$ cat src/rtl/cache_pkg.sv
// cache_pkg: shared FSM state, line-state flags and address-field helpers for cache_nway_wb.
package cache_pkg;
  typedef enum logic [1:0] {IDLE, COMPARE, WRITEBACK, ALLOCATE} state_t;
  typedef struct packed {
    logic valid;
    logic dirty;
  } line_state_t;
  function automatic int idx_w(int n);
    return (n > 1) ? $clog2(n) : 1;
  endfunction
  function automatic int off_w(int words);
    return 2 + $clog2(words);
  endfunction
  function automatic int tag_w(int addr_w, int sets, int words);
    return addr_w - off_w(words) - $clog2(sets);
  endfunction
  function automatic int set_of(logic [31:0] addr, int sets, int words);
    return int'((addr >> off_w(words)) & 32'(sets - 1));
  endfunction
  function automatic int word_of(logic [31:0] addr, int words);
    return int'((addr >> 2) & 32'(words - 1));
  endfunction
  function automatic logic [31:0] tag_of(logic [31:0] addr, int sets, int words);
    return addr >> (off_w(words) + $clog2(sets));
  endfunction
endpackage

$ cat src/rtl/cache_lru.sv
// cache_lru: per-set true-LRU ages (0 = MRU) with victim selection preferring the lowest invalid way.
module cache_lru
  import cache_pkg::*;
#(
  parameter int WAYS = 2,
  parameter int SETS = 2,
  localparam int AW = idx_w(WAYS),
  localparam int SI_W = idx_w(SETS)
)(
  input  logic            clk,
  input  logic            rst,
  input  logic [SI_W-1:0] set_i,
  input  logic [WAYS-1:0] valid_i,
  input  logic            upd_i,
  input  logic [AW-1:0]   way_i,
  output logic [AW-1:0]   victim_o
);
  logic [AW-1:0] age_q [SETS][WAYS];
  always_comb begin
    victim_o = '0;
    for (int w = WAYS - 1; w >= 0; w--)
      if (age_q[set_i][w] == AW'(WAYS - 1)) victim_o = AW'(w);
    for (int w = WAYS - 1; w >= 0; w--)
      if (!valid_i[w]) victim_o = AW'(w);
  end
  always_ff @(posedge clk or posedge rst)
    if (rst) begin
      for (int s = 0; s < SETS; s++)
        for (int w = 0; w < WAYS; w++)
          age_q[s][w] <= AW'(w);
    end else if (upd_i) begin
      for (int w = 0; w < WAYS; w++)
        age_q[set_i][w] <= (AW'(w) == way_i) ? '0 :
                           (age_q[set_i][w] < age_q[set_i][way_i]) ? age_q[set_i][w] + 1'b1 :
                           age_q[set_i][w];
    end
endmodule

$ cat src/rtl/cache_nway_wb.sv
// cache_nway_wb: N-way set-associative write-back cache controller with true-LRU replacement.
// Define CACHE_WRITE_THROUGH_EN for write-through, no-write-allocate operation.
module cache_nway_wb
  import cache_pkg::*;
#(
  parameter int WAYS   = 2,
  parameter int SETS   = 2,
  parameter int WORDS  = 4,
  parameter int ADDR_W = 10,
  parameter int DATA_W = 32
)(
  input  logic                    clk,
  input  logic                    rst,
  input  logic                    cpu_req,
  input  logic                    cpu_write,
  input  logic [ADDR_W-1:0]       cpu_addr,
  input  logic [DATA_W-1:0]       cpu_wdata,
  output logic [DATA_W-1:0]       cpu_rdata,
  output logic                    cpu_ready,
  output logic                    hit,
  output logic                    mem_req,
  output logic                    mem_write,
  output logic [ADDR_W-1:0]       mem_addr,
  output logic [DATA_W*WORDS-1:0] mem_wdata,
  input  logic [DATA_W*WORDS-1:0] mem_rdata,
  input  logic                    mem_ready
);
`ifdef CACHE_WRITE_THROUGH_EN
  localparam bit WT = 1'b1;
`else
  localparam bit WT = 1'b0;
`endif
  localparam int OFF_W  = off_w(WORDS);
  localparam int TAG_W  = tag_w(ADDR_W, SETS, WORDS);
  localparam int LO_W   = ADDR_W - TAG_W;
  localparam int WI_W   = idx_w(WAYS);
  localparam int SI_W   = idx_w(SETS);
  localparam int LINE_W = DATA_W * WORDS;
  localparam logic [ADDR_W-1:0] OFF_MASK = ADDR_W'((1 << OFF_W) - 1);
  localparam logic [ADDR_W-1:0] SET_MASK = ADDR_W'(SETS - 1) << OFF_W;
  typedef struct packed {
    line_state_t         st;
    logic [TAG_W-1:0]    tag;
    logic [LINE_W-1:0]   data;
  } line_t;
  state_t            state_q, state_d;
  logic [ADDR_W-1:0] addr_q;
  logic              write_q;
  logic [DATA_W-1:0] wdata_q;
  logic              miss_q, miss_d;
  logic [WI_W-1:0]   victim_q, victim_d, hit_way, lru_victim;
  line_t             line_q [SETS][WAYS];
  logic [SI_W-1:0]   set_idx;
  logic [TAG_W-1:0]  tag_r;
  int                word_i;
  logic [WAYS-1:0]   hit_vec, valid_vec;
  logic              is_hit;
  logic [LINE_W-1:0] merged;
  logic [DATA_W-1:0] hit_word;
  logic [ADDR_W-1:0] blk_addr;
  line_t             cand, vic;
  assign set_idx  = SI_W'(set_of(32'(addr_q), SETS, WORDS));
  assign tag_r    = TAG_W'(tag_of(32'(addr_q), SETS, WORDS));
  assign word_i   = word_of(32'(addr_q), WORDS);
  assign blk_addr = addr_q & ~OFF_MASK;
  assign cand     = line_q[set_idx][lru_victim];
  assign vic      = line_q[set_idx][victim_q];
  assign is_hit   = |hit_vec;
  assign hit      = cpu_ready && !miss_q;
  always_comb begin
    hit_vec = '0;
    valid_vec = '0;
    hit_way = '0;
    for (int w = 0; w < WAYS; w++) begin
      valid_vec[w] = line_q[set_idx][w].st.valid;
      hit_vec[w] = valid_vec[w] && (line_q[set_idx][w].tag == tag_r);
      if (hit_vec[w]) hit_way = WI_W'(w);
    end
  end
  // Word 0 lives in the MSBs; a miss merges into zeros (write-through store miss only).
  always_comb begin
    merged = is_hit ? line_q[set_idx][hit_way].data : '0;
    hit_word = merged[(WORDS - 1 - word_i) * DATA_W +: DATA_W];
    merged[(WORDS - 1 - word_i) * DATA_W +: DATA_W] = wdata_q;
  end
  cache_lru #(.WAYS(WAYS), .SETS(SETS)) u_lru (
    .clk      (clk),
    .rst      (rst),
    .set_i    (set_idx),
    .valid_i  (valid_vec),
    .upd_i    (state_q == COMPARE && is_hit),
    .way_i    (hit_way),
    .victim_o (lru_victim)
  );
  always_comb begin
    state_d = state_q;
    miss_d = miss_q;
    victim_d = victim_q;
    cpu_ready = 1'b0;
    cpu_rdata = '0;
    mem_req = 1'b0;
    mem_write = 1'b0;
    mem_addr = '0;
    mem_wdata = '0;
    case (state_q)
      IDLE: begin
        state_d = cpu_req ? COMPARE : IDLE;
        miss_d = cpu_req ? 1'b0 : miss_q;
      end
      COMPARE:
        if (WT && write_q) begin
          state_d = ALLOCATE;
          miss_d = !is_hit;
        end else if (is_hit) begin
          cpu_ready = 1'b1;
          cpu_rdata = write_q ? '0 : hit_word;
          state_d = IDLE;
        end else begin
          victim_d = lru_victim;
          miss_d = 1'b1;
          state_d = (cand.st.valid && cand.st.dirty) ? WRITEBACK : ALLOCATE;
        end
      WRITEBACK: begin
        mem_req = 1'b1;
        mem_write = 1'b1;
        mem_addr = {vic.tag, LO_W'(0)} | (addr_q & SET_MASK);
        mem_wdata = vic.data;
        state_d = mem_ready ? ALLOCATE : WRITEBACK;
      end
      ALLOCATE: begin
        mem_req = 1'b1;
        mem_addr = blk_addr;
        mem_write = WT && write_q;
        mem_wdata = mem_write ? merged : '0;
        cpu_ready = mem_write && mem_ready;
        state_d = mem_ready ? (mem_write ? IDLE : COMPARE) : ALLOCATE;
      end
    endcase
  end
  always_ff @(posedge clk or posedge rst)
    if (rst) begin
      state_q <= IDLE;
      miss_q <= 1'b0;
      victim_q <= '0;
      addr_q <= '0;
      write_q <= 1'b0;
      wdata_q <= '0;
      for (int s = 0; s < SETS; s++)
        for (int w = 0; w < WAYS; w++)
          line_q[s][w] <= '0;
    end else begin
      state_q <= state_d;
      miss_q <= miss_d;
      victim_q <= victim_d;
      if (state_q == IDLE && cpu_req) begin
        addr_q <= cpu_addr;
        write_q <= cpu_write;
        wdata_q <= cpu_wdata;
      end
      if (state_q == COMPARE && is_hit && write_q) begin
        line_q[set_idx][hit_way].data <= merged;
        line_q[set_idx][hit_way].st.dirty <= !WT;
      end
      if (state_q == WRITEBACK && mem_ready)
        line_q[set_idx][victim_q].st.dirty <= 1'b0;
      if (state_q == ALLOCATE && mem_ready && !mem_write)
        line_q[set_idx][victim_q] <= {1'b1, 1'b0, tag_r, mem_rdata};
    end
endmodule

$ cat config.mk
export PLATFORM = sky130hd
export DESIGN_NAME = cache_nway_wb
export DESIGN_NICKNAME = d
export VERILOG_FILES = /design/src/rtl/cache_pkg.sv /design/src/rtl/cache_lru.sv /design/src/rtl/cache_nway_wb.sv
export SDC_FILE = /design/constraint.sdc
export NUM_CORES = 2
export LEC_CHECK = 0
export ABC_AREA = 1
export BUFFER_PORTS_ARGS = -buffer_cell sky130_fd_sc_hd__buf_2
export CAP_MARGIN = 0
export CELL_PAD_IN_SITES_DETAIL_PLACEMENT = 0
export CELL_PAD_IN_SITES_GLOBAL_PLACEMENT = 2
export CORE_ASPECT_RATIO = 0.6
export CORE_MARGIN = 3
export CORE_UTILIZATION = 30
export CTS_CLUSTER_SIZE = 14
export DETAILED_ROUTE_END_ITERATION = 8
export MAX_ROUTING_LAYER = met4
export PLACE_DENSITY = 0.83
export SETUP_SLACK_MARGIN = 0.15
export SLEW_MARGIN = 15
export SYNTH_ARGS = -nofsm -noshare
export SYNTH_HDL_FRONTEND = slang
export SYNTH_SLANG_ARGS = --single-unit
$ cat constraint.sdc
create_clock -name clk -period 21.8 [get_ports clk]
set_input_delay 5.45 -clock clk [delete_from_list [all_inputs] [get_ports clk]]
set_output_delay 5.45 -clock clk [all_outputs]
set_load 0.01 [all_outputs]
[Word-level counts from Yosys, hierarchy flattened]
Index checks and enable logic that the tools add are counted.
Storage, ports and cells
  bits in registers: 591
  output and inout port bits: 174
  word-level logic and storage cells: 152
Operators by class
  $add $sub $neg: 4
  order comparisons: 9
  equality and inequality tests: 7
  shift-type cells: 3
  multiplexer cells: 76
  bitwise operators: 6
  reductions and logical operators: 21
Operator list (count)
  540-bit bitwise mux: 4
  270-bit two-way mux: 7
  540-bit two-way mux: 3
  270-bit demux with 1-bit select: 4
  128-bit two-way mux: 6
  135-bit demux with 1-bit select: 4
  135-bit two-way mux: 4
  133-bit two-way mux: 3
  134-bit two-way mux: 2
  128-bit bitwise mux: 1
  32-bit by 33-bit variable shift with 128-bit output, first input constant: 1
  128-bit by 8-bit variable part select with 32-bit output: 1
  32-bit by 33-bit variable part select with 128-bit output: 1
  32-bit two-way mux: 3
  8-bit negator with 33-bit output: 1
  1-bit two-way mux: 22
  10-bit one-hot mux with 2 select lines: 1
  1-bit logical AND: 13
  2-bit two-way mux: 6
  5-bit equality test: 2
  10-bit by 5-bit OR with 10-bit output: 1
  4-bit bitwise mux: 2
  2-bit >= comparator, second input constant: 4
  1-bit NOT with 2-bit output: 4
  17 further kinds: 26

[Longest topological paths before layout]
  depth in word-level cells: 21
  mapped depth: 19

[Modules after synthesis]
A second synthesis with hierarchy kept.
Second synthesis, totals
  cells, all modules: 5959
  area total of the unflattened synthesis: 38608.3 um^2
By module, submodules not included
  cache_nway_wb: instances 1, cells an instance 5919, area each 38354.3 um^2, sequential area each 14639.0 um^2
  cache_lru: instances 1, cells an instance 40, area each 254.0 um^2, sequential area each 102.6 um^2

[Least setup slack after synthesis]
OpenSTA, ideal clock, no wires.
  path kind: register -> output
  from: reg addr_q[4]
  to: out cpu_rdata[18]
  data arrival time: 2.094 ns
  data required time: 16.350 ns
  path slack: 14.256 ns
  cell stages (with the launch flop): 18
  path buffers: 4
  path through: dfrtp_1 -> buf_4 -> inv_4 -> buf_6 -> nand2_1 -> nand2_1 -> nand2_1 -> nand2_1 -> nand2_1 -> nor2_1 -> buf_2 -> clkbuf_1 -> nand3_1 -> nand2_1 -> nand3_1 -> nand2_1 -> nand2_1 -> a21oi_1
Between the ends
  longest elaborated chain between the ends: 16
Ends and longest elaborated chain
  from (decl): line cache_nway_wb.sv:47  | logic [ADDR_W-1:0] addr_q;
  from (signal assigned): line cache_nway_wb.sv:156  | addr_q <= cpu_addr;
  1-bit NOT with 2-bit output (implied by the code) *: line cache_nway_wb.sv:75, cache_nway_wb.sv:76, cache_nway_wb.sv:82
  270-bit two-way mux (implied by the code) * (3 in a row): line cache_nway_wb.sv:82  | merged = is_hit ? line_q[set_idx][hit_way].data : '0;
  5-bit equality test: line cache_nway_wb.sv:76  | hit_vec[w] = valid_vec[w] && (line_q[set_idx][w].tag == tag_r);
  1-bit logical AND: line cache_nway_wb.sv:76
  1-bit two-way mux: line cache_nway_wb.sv:77  | if (hit_vec[w]) hit_way = WI_W'(w);
  1-bit NOT with 2-bit output (implied by the code): line cache_nway_wb.sv:82
  128-bit two-way mux (implied by the code) (3 in a row): line cache_nway_wb.sv:82
  128-bit two-way mux: line cache_nway_wb.sv:82
  128-bit by 8-bit variable part select with 32-bit output: line cache_nway_wb.sv:83  | hit_word = merged[(WORDS - 1 - word_i) * DATA_W +: DATA_W];
  32-bit two-way mux: line cache_nway_wb.sv:116  | cpu_rdata = write_q ? '0 : hit_word;
  32-bit two-way mux *: line cache_nway_wb.sv:114  | end else if (is_hit) begin
  32-bit two-way mux *: line cache_nway_wb.sv:105  | case (state_q)
  to (decl): line cache_nway_wb.sv:18  | output logic [DATA_W-1:0] cpu_rdata,
Mark *: on every way between the ends. The rest lies on a longest branch, timed or not. The select of a mux whose other input is x is not followed.

[Final worst setup path]
  from: reg addr_q[4]
  to: out cpu_rdata[31]
The elaborated chain is that of the path after synthesis.

==> results.yml <==
placement:
  gp_congestion: 0.933
  placed_cell_area_sq_um: 43000
  placedCellCount: 8286
  place_hpwl_mm: 130
  port_buffers: 342
yosys:
  synth_seq_area_share_pct: 36.5
  yosys-top-cells-area: "dfrtp_1, nand2_1, nand3_1"
  post-synth-top-area-fraction_pct: 36.4
  syn_area_sq_um: 40400
  synth-edff-count: 0
  ys_ff_latch: 589
  syn_inst: 6543
  yosys-top-cells-count: "nand2_1, nand3_1, inv_1"
  synth_area_leader_cell: "dfrtp_1"
  synth_warnings: 0
  async_reset_ff_share_pct: 100
  syn_avg_cell_area_sq_um: 6.17
  synth_flop_cell: "dfrtp_1"
  netlist-cell-type-count: 33
  synthMostInstantiatedCell: "nand2_1"
floorplan:
  core_region_area_sq_um: 133000
  pin_count: 349
  die_y_um: 290
  dieArea_sq_um: 139000
  rows: 103
  start_util_pct: 30.5
  die_x_um: 480
sta:
  tightest_slew_ns: 1.20
  fin_crit_ns: 13.12
  period_share_pct: 60.2
  hold_slack_ns: 0.452
  hold_violations: 0
  finalSetupViolations: 0
  relSlewSlack_pct: 20.2
  finalMaxSlewViolations: 0
  tns_ns: 0
  fin_skew_ns: 0.0299
  fmax_ghz: 0.0762
  rsz0062_at_grt: "false"
detailed_routing:
  drtAntennaViolNets: 0
  wl_per_cell_um: 25.3
  wirelength_mm: 213
  drt_iter0_markers: 5867
  first_pass_iters: 6
  vias_per_cell: 5.29
  drc: 0
  vias: 44600
global_route:
  grt_max_degree: 138
  grt_usage_pct: 30.4
  grt_pass1_wl_mm: 303
  grt.overflow.total: 0
  antenna_found_initial: 16
  grt_pass1_vias: 40100
pwr:
  ir_drop_mv: 0.209
  p_per_area_nw_per_um2: 164
  leakagePower_nw: 25.0
worst_hold_path:
  hold_depth: 2
  min_path_type: "reg -> reg"
cts:
  cts_setup_buffers: 0
  clk_pin_slew_ns: 0.06
  cts_tree: "done"
  cts.path.max_buffers: 3
  cts_root_buf: "clkbuf_16"
  cts_num_sinks: 589
  cts_hold_buf: 0
  cts_htree_levels: 3
  clk_latency_ns: 0.69
  cts_resized: 0
  numCtsBuffers: 68
cells_and_area:
  layout.cells.non_filler: 8429
  finalCoreUtilization_pct: 34.1
  design_area_sq_um: 45300
  drive_gt1_share_pct: 8.80
  syn2layout_area_growth_pct: 12.1
  finalNetCount: 6751
outcome:
  outcome: "finished, final reports clean"
worst_setup_path:
  cp-start-kind: "flop"
  critical_path_class: "reg -> out"
  crit_path_max_fanout: 129
  cp.arrival_ns: 7.67
  worst-r2r-cell-count: 18
  required_ns: 16.35
  end_kind: "primary output"
job:
  cap_violations: 0
-- placed cells by master, fill, tap and decap left out, types with 2 or more instances in the layout --
master	count
nand2_1	3173
nand3_1	928
inv_1	670
dfrtp_1	584
buf_2	342
o21ai_0	170
a21oi_1	167
nand4_1	133
mux2i_1	128
buf_4	81
clkbuf_16	71
nor2_1	56
diode_2	20
clkinv_2	19
clkbuf_8	13
nor2_4	12
clkbuf_1	12
inv_2	7
buf_12	6
ha_1	5
inv_4	4
conb_1	4
inv_6	3
o22ai_1	3
or2_2	3
nand2_4	3
dfrtp_4	3
bufinv_16	3
a31oi_1	2
nand3_2	2
o31ai_1	2
clkinv_8	2
dfstp_2	2
-- layer usage --
layer  up-vias  wire length (um)  track usage, %
met5         -                 0               -
met4         0              9490            12.7
met3       341             22200            6.30
met2      2549             88300            42.0
met1     21300             93100            42.6
li1      20400                 -               -
-- kinds of logic (layout without fill, tap and decap cells) --
family | count (synthesis) | count (layout) | synth area share, %
AO/OA/AOI/OAI | 348 | 348 | 4.37
adder cells (fa/ha/maj) | 5 | 5 | 0.155
buffers and inverters | 1158 | 1236 | 11.9
flip-flops | 589 | 589 | 36.5
multiplexers | 128 | 128 | 3.17
other | 1 | 24 | 0.00929
AND/OR/NAND/NOR | 4314 | 4314 | 43.9
-- critical path, stage by stage (launching register included) --
cell and delay (ns):
dfrtp_4 1.00, buf_4 0.69, buf_4 0.84, nand2_1 0.22
nand3_1 0.13, nand2_1 0.09, nor2_4 0.10, buf_12 0.50
nand3_4 0.83, buf_4 0.58, nand2_2 0.26, nand2_1 0.09
inv_1 0.10, nand2_1 0.06, buf_4 0.27, a21oi_1 0.65
buf_2 0.26
-- per-stage QoR --
step                      power (W)  worst slack [ns]
after floorplan             0.00444              8.32
after global placement      0.00605              9.56
after detailed placement    0.00610              9.55
after CTS                   0.00733              8.80
after global routing        0.00786              8.47
final                       0.00743              8.68
-- state kept, by name, summed over array words and instances (netlist names) --
signal / cells
write_q: 1
addr_q: 8
state_q: 2
line_q: 540
u_lru.age_q: 4
wdata_q: 32
victim_q: 1
miss_q: 1
-- final cells by class --
class,instances,area [sq um]
inverter,684,2590
multi-input combinational,4799,21000
sequential,589,14800
antenna,20,50.0
timing repair buffer,429,2440
tap,1785,2230
clock inverter,27,244
clock buffer,96,2000
fill,14600,87300
-- where the power goes --
part           switching [W]  internal (W)  total, W
logic                0.00314       0.00109   0.00423
registers           0.000395       0.00158   0.00198
clock network       0.000536      0.000678   0.00121
-- worst paths after layout --
check | start | to | slack (ns)
worst max-delay path | addr_q[4] | cpu_rdata[31] | 8.68
worst min-delay path | line_q[269] | line_q[269] | 0.45
worst max register to register | addr_q[4] | line_q[355] | 13.98
worst min register to register | line_q[269] | line_q[269] | 0.45
max in group asynchronous | rst | line_q[449] | 13.43
min in group asynchronous | rst | line_q[160] | 4.79
No activity file was read; power rests on OpenSTA's default activity.
